## src/rtl/sat_decoder_pkg.sv

```systemverilog
// Shared types and the saturating decode helper for the sat_decoder_pipe block.
// Words are built at MAX_OUT_W bits and narrowed by the instantiating module.
package sat_decoder_pkg;

  localparam int unsigned MAX_OUT_W = 64;

  typedef enum logic [0:0] {
    MODE_ONEHOT = 1'b0,
    MODE_THERM  = 1'b1
  } mode_e;

  typedef struct packed {
    logic [MAX_OUT_W-1:0] word;
    logic                 sat;
  } sat_entry_t;

  // Codes at or above sat all collapse onto bit sat.
  function automatic logic [MAX_OUT_W-1:0] sat_decode(input logic [31:0] code,
                                                       input mode_e       mode,
                                                       input logic [31:0] sat);
    logic [31:0]          k;
    logic [MAX_OUT_W-1:0] w;
    k = (code >= sat) ? sat : code;
    w = '0;
    for (int i = 0; i < MAX_OUT_W; i++) begin
      if (mode == MODE_THERM) w[i] = (32'(i) <= k);
      else                    w[i] = (32'(i) == k);
    end
    return w;
  endfunction

endpackage

```

## src/rtl/sat_decoder_pipe_if.sv

```systemverilog
// Handshake bundle between the code producer, the decoder and the one-hot consumer.
interface sat_decoder_pipe_if #(
  parameter int IN_W  = 4,
  parameter int OUT_W = 16,
  parameter int CNT_W = 8
);
  logic             in_valid;
  logic             in_ready;
  logic [IN_W-1:0]  in_code;
  logic             in_therm;
  logic             out_valid;
  logic             out_ready;
  logic [OUT_W-1:0] out_word;
  logic             out_sat;
  logic [CNT_W-1:0] sat_cnt;
  logic             sat_clr;

  modport master (
    output in_valid, in_code, in_therm, out_ready, sat_clr,
    input  in_ready, out_valid, out_word, out_sat, sat_cnt
  );

  modport slave (
    input  in_valid, in_code, in_therm, out_ready, sat_clr,
    output in_ready, out_valid, out_word, out_sat, sat_cnt
  );
endinterface

```

## src/rtl/sat_decoder_fifo2.sv

```systemverilog
// Two-entry output buffer with registered valid/ready; the head register drives the
// output directly so nothing combinational reaches the consumer.
module sat_decoder_fifo2
  import sat_decoder_pkg::*;
#(
  parameter type entry_t = sat_entry_t
) (
  input  logic   clk,
  input  logic   rst,
  input  logic   push_valid_i,
  output logic   push_ready_o,
  input  entry_t push_data_i,
  output logic   pop_valid_o,
  input  logic   pop_ready_i,
  output entry_t pop_data_o
);

  entry_t     head_q, head_d, tail_q, tail_d;
  logic [1:0] count_q, count_d;
  logic       outValid_q, outValid_d, inReady_q, inReady_d;
  logic       push, pop;

  assign push_ready_o = inReady_q & ~rst;
  assign push         = push_valid_i & push_ready_o;
  assign pop          = outValid_q & pop_ready_i;
  assign pop_valid_o  = outValid_q;
  assign pop_data_o   = head_q;

  // Push+pop only happens at occupancy 1, where the new word replaces the head.
  always_comb begin
    head_d  = head_q;
    tail_d  = tail_q;
    count_d = count_q;
    unique case ({push, pop})
      2'b10: begin
        if (count_q == 2'd0) head_d = push_data_i;
        else                 tail_d = push_data_i;
        count_d = count_q + 2'd1;
      end
      2'b01: begin
        if (count_q == 2'd2) head_d = tail_q;
        count_d = count_q - 2'd1;
      end
      2'b11:   head_d = push_data_i;
      default: ;
    endcase
    outValid_d = (count_d != 2'd0);
    inReady_d  = (count_d != 2'd2);
  end

  always_ff @(posedge clk) begin
    if (rst) begin
      head_q     <= '0;
      tail_q     <= '0;
      count_q    <= 2'd0;
      outValid_q <= 1'b0;
      inReady_q  <= 1'b1;
    end else begin
      head_q     <= head_d;
      tail_q     <= tail_d;
      count_q    <= count_d;
      outValid_q <= outValid_d;
      inReady_q  <= inReady_d;
    end
  end

endmodule

```

## src/rtl/sat_decoder_pipe.sv

```systemverilog
// Saturating one-hot/thermometer decoder: decode on acceptance, buffer the result
// in a two-entry FIFO, and count how many accepted codes hit the saturation bucket.
module sat_decoder_pipe
  import sat_decoder_pkg::*;
#(
  parameter int IN_W  = 4,
  parameter int OUT_W = 16,
  parameter int SAT   = 8,
  parameter int CNT_W = 8
) (
  input logic               clk,
  input logic               rst,
  sat_decoder_pipe_if.slave bus
);

  typedef struct packed {
    logic [OUT_W-1:0] word;
    logic             sat;
  } entry_t;

  localparam logic [CNT_W-1:0] CNT_MAX = '1;

  entry_t           decEntry, headEntry;
  logic [IN_W-1:0]  code;
  logic             fifoReady, fifoValid, push, satHit;
  logic [CNT_W-1:0] satCnt_q, satCnt_d;

  assign code          = bus.in_code;
  assign decEntry.word = OUT_W'(sat_decode(32'(code), mode_e'(bus.in_therm), 32'(SAT)));
  assign decEntry.sat  = (32'(code) >= 32'(SAT));
  assign push          = bus.in_valid & fifoReady;
  assign satHit        = push & decEntry.sat;

  sat_decoder_fifo2 #(.entry_t(entry_t)) u_fifo (
    .clk          (clk),
    .rst          (rst),
    .push_valid_i (bus.in_valid),
    .push_ready_o (fifoReady),
    .push_data_i  (decEntry),
    .pop_valid_o  (fifoValid),
    .pop_ready_i  (bus.out_ready),
    .pop_data_o   (headEntry)
  );

  // A clear that coincides with a saturated accept keeps that event.
  always_comb begin
    satCnt_d = satCnt_q;
    if (bus.sat_clr)                         satCnt_d = satHit ? CNT_W'(1) : '0;
    else if (satHit && satCnt_q != CNT_MAX)  satCnt_d = satCnt_q + 1'b1;
  end

  always_ff @(posedge clk) begin
    if (rst) satCnt_q <= '0;
    else     satCnt_q <= satCnt_d;
  end

  assign bus.in_ready  = fifoReady;
  assign bus.out_valid = fifoValid;
  assign bus.out_word  = headEntry.word;
  assign bus.out_sat   = headEntry.sat;
  assign bus.sat_cnt   = satCnt_q;

endmodule

```

## src/flat_wrapper.sv

```systemverilog
// flat-port wrapper written by rule: the top's interface ports become plain ports
module sat_decoder_pipe_flat import sat_decoder_pkg::*;
#(
  parameter int IN_W  = 4,
  parameter int OUT_W = 16,
  parameter int SAT   = 8,
  parameter int CNT_W = 8
)
  (clk, rst, bus_in_valid, bus_in_code, bus_in_therm, bus_out_ready, bus_sat_clr, bus_in_ready, bus_out_valid, bus_out_word, bus_out_sat, bus_sat_cnt);
  sat_decoder_pipe_if #(.IN_W(IN_W), .OUT_W(OUT_W), .CNT_W(CNT_W)) bus_i ();
  input logic clk;
  input logic rst;
  input wire logic [$bits(bus_i.in_valid)-1:0] bus_in_valid;
  input wire logic [$bits(bus_i.in_code)-1:0] bus_in_code;
  input wire logic [$bits(bus_i.in_therm)-1:0] bus_in_therm;
  input wire logic [$bits(bus_i.out_ready)-1:0] bus_out_ready;
  input wire logic [$bits(bus_i.sat_clr)-1:0] bus_sat_clr;
  output wire logic [$bits(bus_i.in_ready)-1:0] bus_in_ready;
  output wire logic [$bits(bus_i.out_valid)-1:0] bus_out_valid;
  output wire logic [$bits(bus_i.out_word)-1:0] bus_out_word;
  output wire logic [$bits(bus_i.out_sat)-1:0] bus_out_sat;
  output wire logic [$bits(bus_i.sat_cnt)-1:0] bus_sat_cnt;
  assign bus_i.in_valid = bus_in_valid;
  assign bus_i.in_code = bus_in_code;
  assign bus_i.in_therm = bus_in_therm;
  assign bus_i.out_ready = bus_out_ready;
  assign bus_i.sat_clr = bus_sat_clr;
  assign bus_in_ready = bus_i.in_ready;
  assign bus_out_valid = bus_i.out_valid;
  assign bus_out_word = bus_i.out_word;
  assign bus_out_sat = bus_i.out_sat;
  assign bus_sat_cnt = bus_i.sat_cnt;
  sat_decoder_pipe #(.IN_W(IN_W), .OUT_W(OUT_W), .SAT(SAT), .CNT_W(CNT_W)) u_core (.clk(clk), .rst(rst), .bus(bus_i));
endmodule
```

## config.mk

```make
export PLATFORM = sky130hd
export DESIGN_NAME = sat_decoder_pipe_flat
export DESIGN_NICKNAME = d
export VERILOG_FILES = /design/src/rtl/sat_decoder_pkg.sv /design/src/rtl/sat_decoder_pipe_if.sv /design/src/rtl/sat_decoder_fifo2.sv /design/src/rtl/sat_decoder_pipe.sv /design/src/flat_wrapper.sv
export SDC_FILE = /design/constraint.sdc
export NUM_CORES = 1
export LEC_CHECK = 0
export CORE_MARGIN = 3
export CORE_UTILIZATION = 54
export CTS_BUF_LIST = sky130_fd_sc_hd__clkbuf_8
export DETAILED_ROUTE_END_ITERATION = 7
export PLACE_DENSITY = 0.9
export SYNTH_ARGS = -nofsm -noshare
export SYNTH_HDL_FRONTEND = slang
export SYNTH_SLANG_ARGS = --single-unit
```

## constraint.sdc

```tcl
create_clock -name clk -period 2.7 [get_ports clk]
set_input_delay 0.54 -clock clk [delete_from_list [all_inputs] [get_ports clk]]
set_output_delay 0.54 -clock clk [all_outputs]
set_load 0.01 [all_outputs]
```

; Word-level counts from Yosys, hierarchy flattened
; Index checks and enable logic that the tools add are counted.
[word_totals]
register_bits = 46
in_bits = 10
output_inout_bits = 27
wordCells = 89
[op_classes]
addsub = 3
n_lt_le_gt_ge = 17
eq_ne = 23
mux = 24
bitwise_logic = 6
reduce_logical = 8
[ops]
columns = cell, count
row1 = $eq 4x32->1 const A, 8
row2 = $le 4x32->1 const A, 8
row3 = $eq 3x32->1 const A, 4
row4 = $le 3x32->1 const A, 4
row5 = $eq 2x32->1 const A, 2
row6 = $le 1x32->1 const A, 2
row7 = $le 2x32->1 const A, 2
row8 = $pmux 17 s3, 1
row9 = $mux 17, 2
row10 = $eq 1x32->1 const A, 1
row11 = $logic_not 32->1, 1
row12 = $mux 1, 17
row13 = $mux 8, 2
row14 = $add 8x1->8 const B, 1
row15 = $ne 8x8->1 const B, 1
row16 = $eq 2x2->1 const B, 3
row17 = $ne 2x2->1 const B, 3
row18 = $and 1x1->1, 4
row19 = $ge 4x4->1 const B, 1
row20 = $mux 4, 1
row21 = $pmux 2 s2, 1
row22 = $reduce_bool 2->1, 2
row23 = $reduce_and 3->1, 1
row24 = $reduce_bool 3->1, 1
row25 = 7 further kinds, 8

; Logic depth before layout (Yosys ltp)
; Gate-level depths: netlist of run 1.
[logic_depth]
ltp_word = 7
depth_mapped = 10

; By module
; A second synthesis of run 1 with hierarchy kept.
[hier_totals]
cells_unflattened = 265
hier_area_um2 = 2379.8
[modules_own_cells]
columns = module, instances, cells_each, area_per_inst_um2, seq_area_each_um2
row1 = sat_decoder_fifo2, 1, 183, 1780.5, 760.7
row2 = sat_decoder_pipe, 1, 82, 599.3, 160.2

; Worst setup path after synthesis of run 1
; Ideal clock, no wire load.
[synth_timing]
kind = input to register
start = in rst
end = reg u_core.u_fifo.head_q (netlist bit u_core.u_fifo.pop_data_o[0])
setup_ps = 86
t_arrival_ps = 2146
required_time_ps = 2614
slack_ps = 468
path_stages = 9
n_path_buf = 2
cell_sequence = buf_6 -> nor2b_1 -> nand2_1 -> ha_1 -> nor4b_4 -> a21o_1 -> buf_4 -> nor2_1 -> a211oi_1
[synth_between]
elab_chain_cells = 6
[synth_rtl]
columns = item, line
row1 = from (decl), flat_wrapper.sv:12  ; input logic rst;
row2 = $not 1->1 (*), sat_decoder_fifo2.sv:23  ; assign push_ready_o = inReady_q & ~rst;
row3 = $and 1x1->1 (*), sat_decoder_fifo2.sv:23
row4 = via bus_in_ready, flat_wrapper.sv:18  ; output wire logic [$bits(bus_i.in_ready)-1:0] bus_in_ready;
row5 = $and 1x1->1 (*), sat_decoder_fifo2.sv:24  ; assign push = push_valid_i & push_ready_o;
row6 = $eq 2x1->1 or $eq 2x2->1 (tied branches), sat_decoder_fifo2.sv:34  ; unique case ({push, pop})
row7 = $ne 2x2->1 (no source line) or $reduce_bool 3->1 (tied branches), --
row8 = $reduce_and 3->1 (no source line), --
row9 = to (signal assigned), sat_decoder_fifo2.sv:53  ; head_q <= '0;
row10 = to (signal assigned), sat_decoder_fifo2.sv:59  ; head_q <= head_d;
row11 = to (decl), sat_decoder_fifo2.sv:18  ; entry_t head_q, head_d, tail_q, tail_d;
; The timed path passes the listed nets; every way through them passes the cells marked *.
; A chain may end at the register's enable or synchronous reset.

; Worst setup path in the final report of run 1
[layout_timing]
start = in rst
end = reg u_core.u_fifo.head_q (netlist bit u_core.u_fifo.pop_data_o[5])
[layout_between]
elab_chain_cells = 6
[layout_rtl]
columns = item, line
row1 = $not 1->1, sat_decoder_fifo2.sv:23
row2 = $and 1x1->1, sat_decoder_fifo2.sv:23
row3 = $and 1x1->1, sat_decoder_fifo2.sv:24
row4 = $eq 2x1->1 or $eq 2x2->1 (tied branches), sat_decoder_fifo2.sv:34
row5 = $ne 2x2->1 (no source line) or $reduce_bool 3->1 (tied branches), --
row6 = $reduce_and 3->1 (no source line), --
; Parallel ways exist; a longest one is shown, timed or not.

==> results.yml, run 1 <==
outcome:
  status: "complete, no violations"
placement:
  port-buffer-count: 36
  gp_congestion: 0.780
  dp_hpwl_um: 2920
routing:
  ant_nets: 0
  num_vias: 1735
  initialDrtViolationCount: 98
  avgRoutedWirePerCell_um: 13.3
  firstDrtPassIters: 4
  drc: 0
  via_per_inst: 5.51
  drt-total-wl_um: 4210
synthesis:
  ys.flop_type: "dfxtp_1"
  yosysUniqueCellTypes: 45
  synth_top_area_share_pct: 45.4
  synth_area_um2: 2030
  synth_nets: 249
  synth.most_common_cell: "dfxtp_1"
  yosys-top-cells-count: "dfxtp_1, nand2_1, nor2_1"
  async_flop_share_pct: 0
  ys_top_cells_by_area: "dfxtp_1, a21oi_1, nand2_1"
  ys.warnings.count: 0
  synth_top_area_cell: "dfxtp_1"
  synth_edf_count: 0
  ys_seq_elements: 46
  synth_area_per_cell_um2: 8.64
  ys_seq_area_share_pct: 45.4
  syn_inst: 235
timing:
  worst_pin_slew_ps: 407
  slew_headroom_pct: 72.9
  drv_slew: 0
  tns_ps: 0
  grt_setup_unrepaired: "no"
  whs_ps: 459
  finalHoldViolations: 0
  finalCritPeriodShare_pct: 85.5
  fmaxAchievable_mhz: 433
  setup_viol: 0
  finClkSkew_ps: 5.66
  fin_crit_ps: 2310
global_routing:
  antenna_found_initial: 0
  grt_pass1_wl_um: 7070
  grtUsageTotal_pct: 20.4
  grt_start_max_net_pins: 35
  first_global_vias: 1595
  grt_overflow: 0
hold_path:
  min_path_type: "reg -> reg"
  worstHoldPathCells: 2
cts:
  hold_buffers: 0
  clockBufferDepth: 2
  htree_num_levels: 2
  root_buffer: "clkbuf_8"
  clk_pin_slew_ps: 80
  cts-resized-gates: 0
  cts_buffers: 5
  cts_tree: "built"
  cts_setup_buffers: 0
  cts.sink_count: 46
  clock_latency_ps: 300
finish:
  seq_area_um2: 921
  fillers: 293
  antenna_cells: 0
  synthToLayoutAreaGrowth_pct: 23.7
  drive_gt1_share_pct: 6.69
  multiInputGateArea_um2: 1010
  layout.nets: 282
critical_path:
  crit_arrival_ps: 2490
  crit_slowest_cell: "clkdlybuf4s50_1"
  end_kind: "flip-flop"
  crit_cells: 9
  path_class: "in -> reg"
  worstRegToRegCells: 8
  cpLargestDelayFamily: "compound AO/OA/AOI/OAI gates"
  crit_buf_inv: 2
  cp_slowest_stage_delay_ps: 510
  cp-start-kind: "input pin"
  path_cells: "clkdlybuf4s50_1 -> nor2b_1 -> nand2_1 -> inv_1 -> ha_1 -> nor4b_4 -> a21o_1 -> o311a_1 -> nor3_1"
  critPathRequiredTime_ps: 2880
  path_max_fanout: 13
floorplanning:
  rows: 21
  boundaryPins: 37
  initial_core_util_pct: 58.5
  core_area_um2: 3470
  dieArea_um2: 4530
  die_h_um: 67.3
  die_width_um: 67.3
pwr:
  ir_drop_mv: 0.443
  power_per_cell_area_nw_per_um2: 684
  p_leak_uw: 0.000900
run:
  cap_violations: 0
## worst paths after layout
path | slack [ps] | startpoint | endpoint
min | 460 | u_core.u_fifo.pop_data_o[2] | u_core.u_fifo.pop_data_o[2]
max reg2reg | 770 | u_core.u_fifo.inReady_q | u_core.u_fifo.pop_data_o[5]
min reg2reg | 460 | u_core.u_fifo.pop_data_o[2] | u_core.u_fifo.pop_data_o[2]
max | 390 | rst | u_core.u_fifo.pop_data_o[5]
## per-stage QoR
stage	cells	setup WS [ps]	utilization (%)	total power [µW]	cell area, µm²
CTS	315	365	72.4	1730	2510
global route	315	233	72.4	1820	2510
global placement	307	174	69.7	1280	2420
detailed placement	307	66.1	69.7	1300	2420
finish	315	393	72.4	1720	2510
floorplan	235	468	-	1120	2030
## per-layer routing
layer / global-route usage [%] / share of wire [%] / routed length [µm] / vias to the layer above
met4: 8.35 / 1.7 / 72 / 0
li1: - / - / - / 895
met3: 4.16 / 3.0 / 127 / 7
met1: 26.3 / 49 / 2050 / 804
met5: 0 / 0 / 0 / -
met2: 33.3 / 46 / 1950 / 29
## kinds of logic after synthesis
group,after synthesis,synth area share (%)
XOR/XNOR,5,2.16
multiplexers,4,1.97
AND/OR/NAND/NOR,102,25.5
flip-flops,46,45.4
AO/OA/AOI/OAI,54,17.9
buffers and inverters,20,4.69
adder cells (fa/ha/maj),4,2.47
## cell type report
| class | instances | area share (%) |
|---|---|---|
| Clock buffer | 6 | 3.29 |
| Sequential cell | 46 | 36.7 |
| Inverter | 3 | 0.448 |
| Tap cell | 46 | 2.29 |
| Timing Repair Buffer | 43 | 16.4 |
| Clock inverter | 2 | 0.498 |
| Multi-Input combinational cell | 169 | 40.4 |
## registers in the layout, indices dropped and copies added (netlist names)
name / cells
u_core.u_fifo.count_q: 2
u_core.bus.sat_cnt: 8
u_core.u_fifo.tail_q: 17
u_core.u_fifo.pop_valid_o: 1
u_core.u_fifo.inReady_q: 1
u_core.u_fifo.pop_data_o: 17
## cells in the final DEF, fill, tap and decap left out, types with 2 or more instances in the layout
cell type	Yosys	layout
a211oi_1	4	4
a21o_1	2	2
a21oi_1	21	21
a31oi_1	3	3
and2_1	8	8
buf_4	1	7
clkbuf_8	0	6
clkdlybuf4s50_1	0	36
dfxtp_1	46	46
ha_1	4	4
inv_1	3	3
mux2i_1	4	4
nand2_1	26	26
nand2b_1	3	3
nand3_1	13	13
nand4_1	2	2
nor2_1	25	25
nor3_1	10	10
o211a_1	2	2
o211ai_1	5	5
o21a_1	5	5
o21ai_0	3	3
o31ai_1	2	2
or3_1	3	3
or4_1	2	2
xor2_1	4	4
## worst register-to-register path: cells and delay by family (launching register included)
family / cells / cell delay (ps)
buffers and inverters: 1 / 50
DFF: 1 / 310
and+or+nand+nor: 4 / 620
AOI/OAI and AO/OA: 2 / 620
adders and majority gates: 1 / 220
## where the power goes
part           internal, µW  switching, µW  leakage [µW]  total, µW
clock network           206            230     0.0000472        436
registers               754           50.9      0.000373        805
logic                   226            252      0.000479        478
total                  1190            533      0.000900       1720
Note: power is estimated with default switching activity, not from simulation.
==> run 2, diff against run 1 <==
--- a/config.mk
+++ b/config.mk
@@ -5,6 +5,7 @@
 export SDC_FILE = /design/constraint.sdc
 export NUM_CORES = 1
 export LEC_CHECK = 0
+export ABC_CLOCK_PERIOD_IN_PS = 2700
 export CORE_MARGIN = 3
 export CORE_UTILIZATION = 54
 export CTS_BUF_LIST = sky130_fd_sc_hd__clkbuf_8
==> results of run 2 <==
No change in the layout: final DEF, timing and power equal those of run 1.
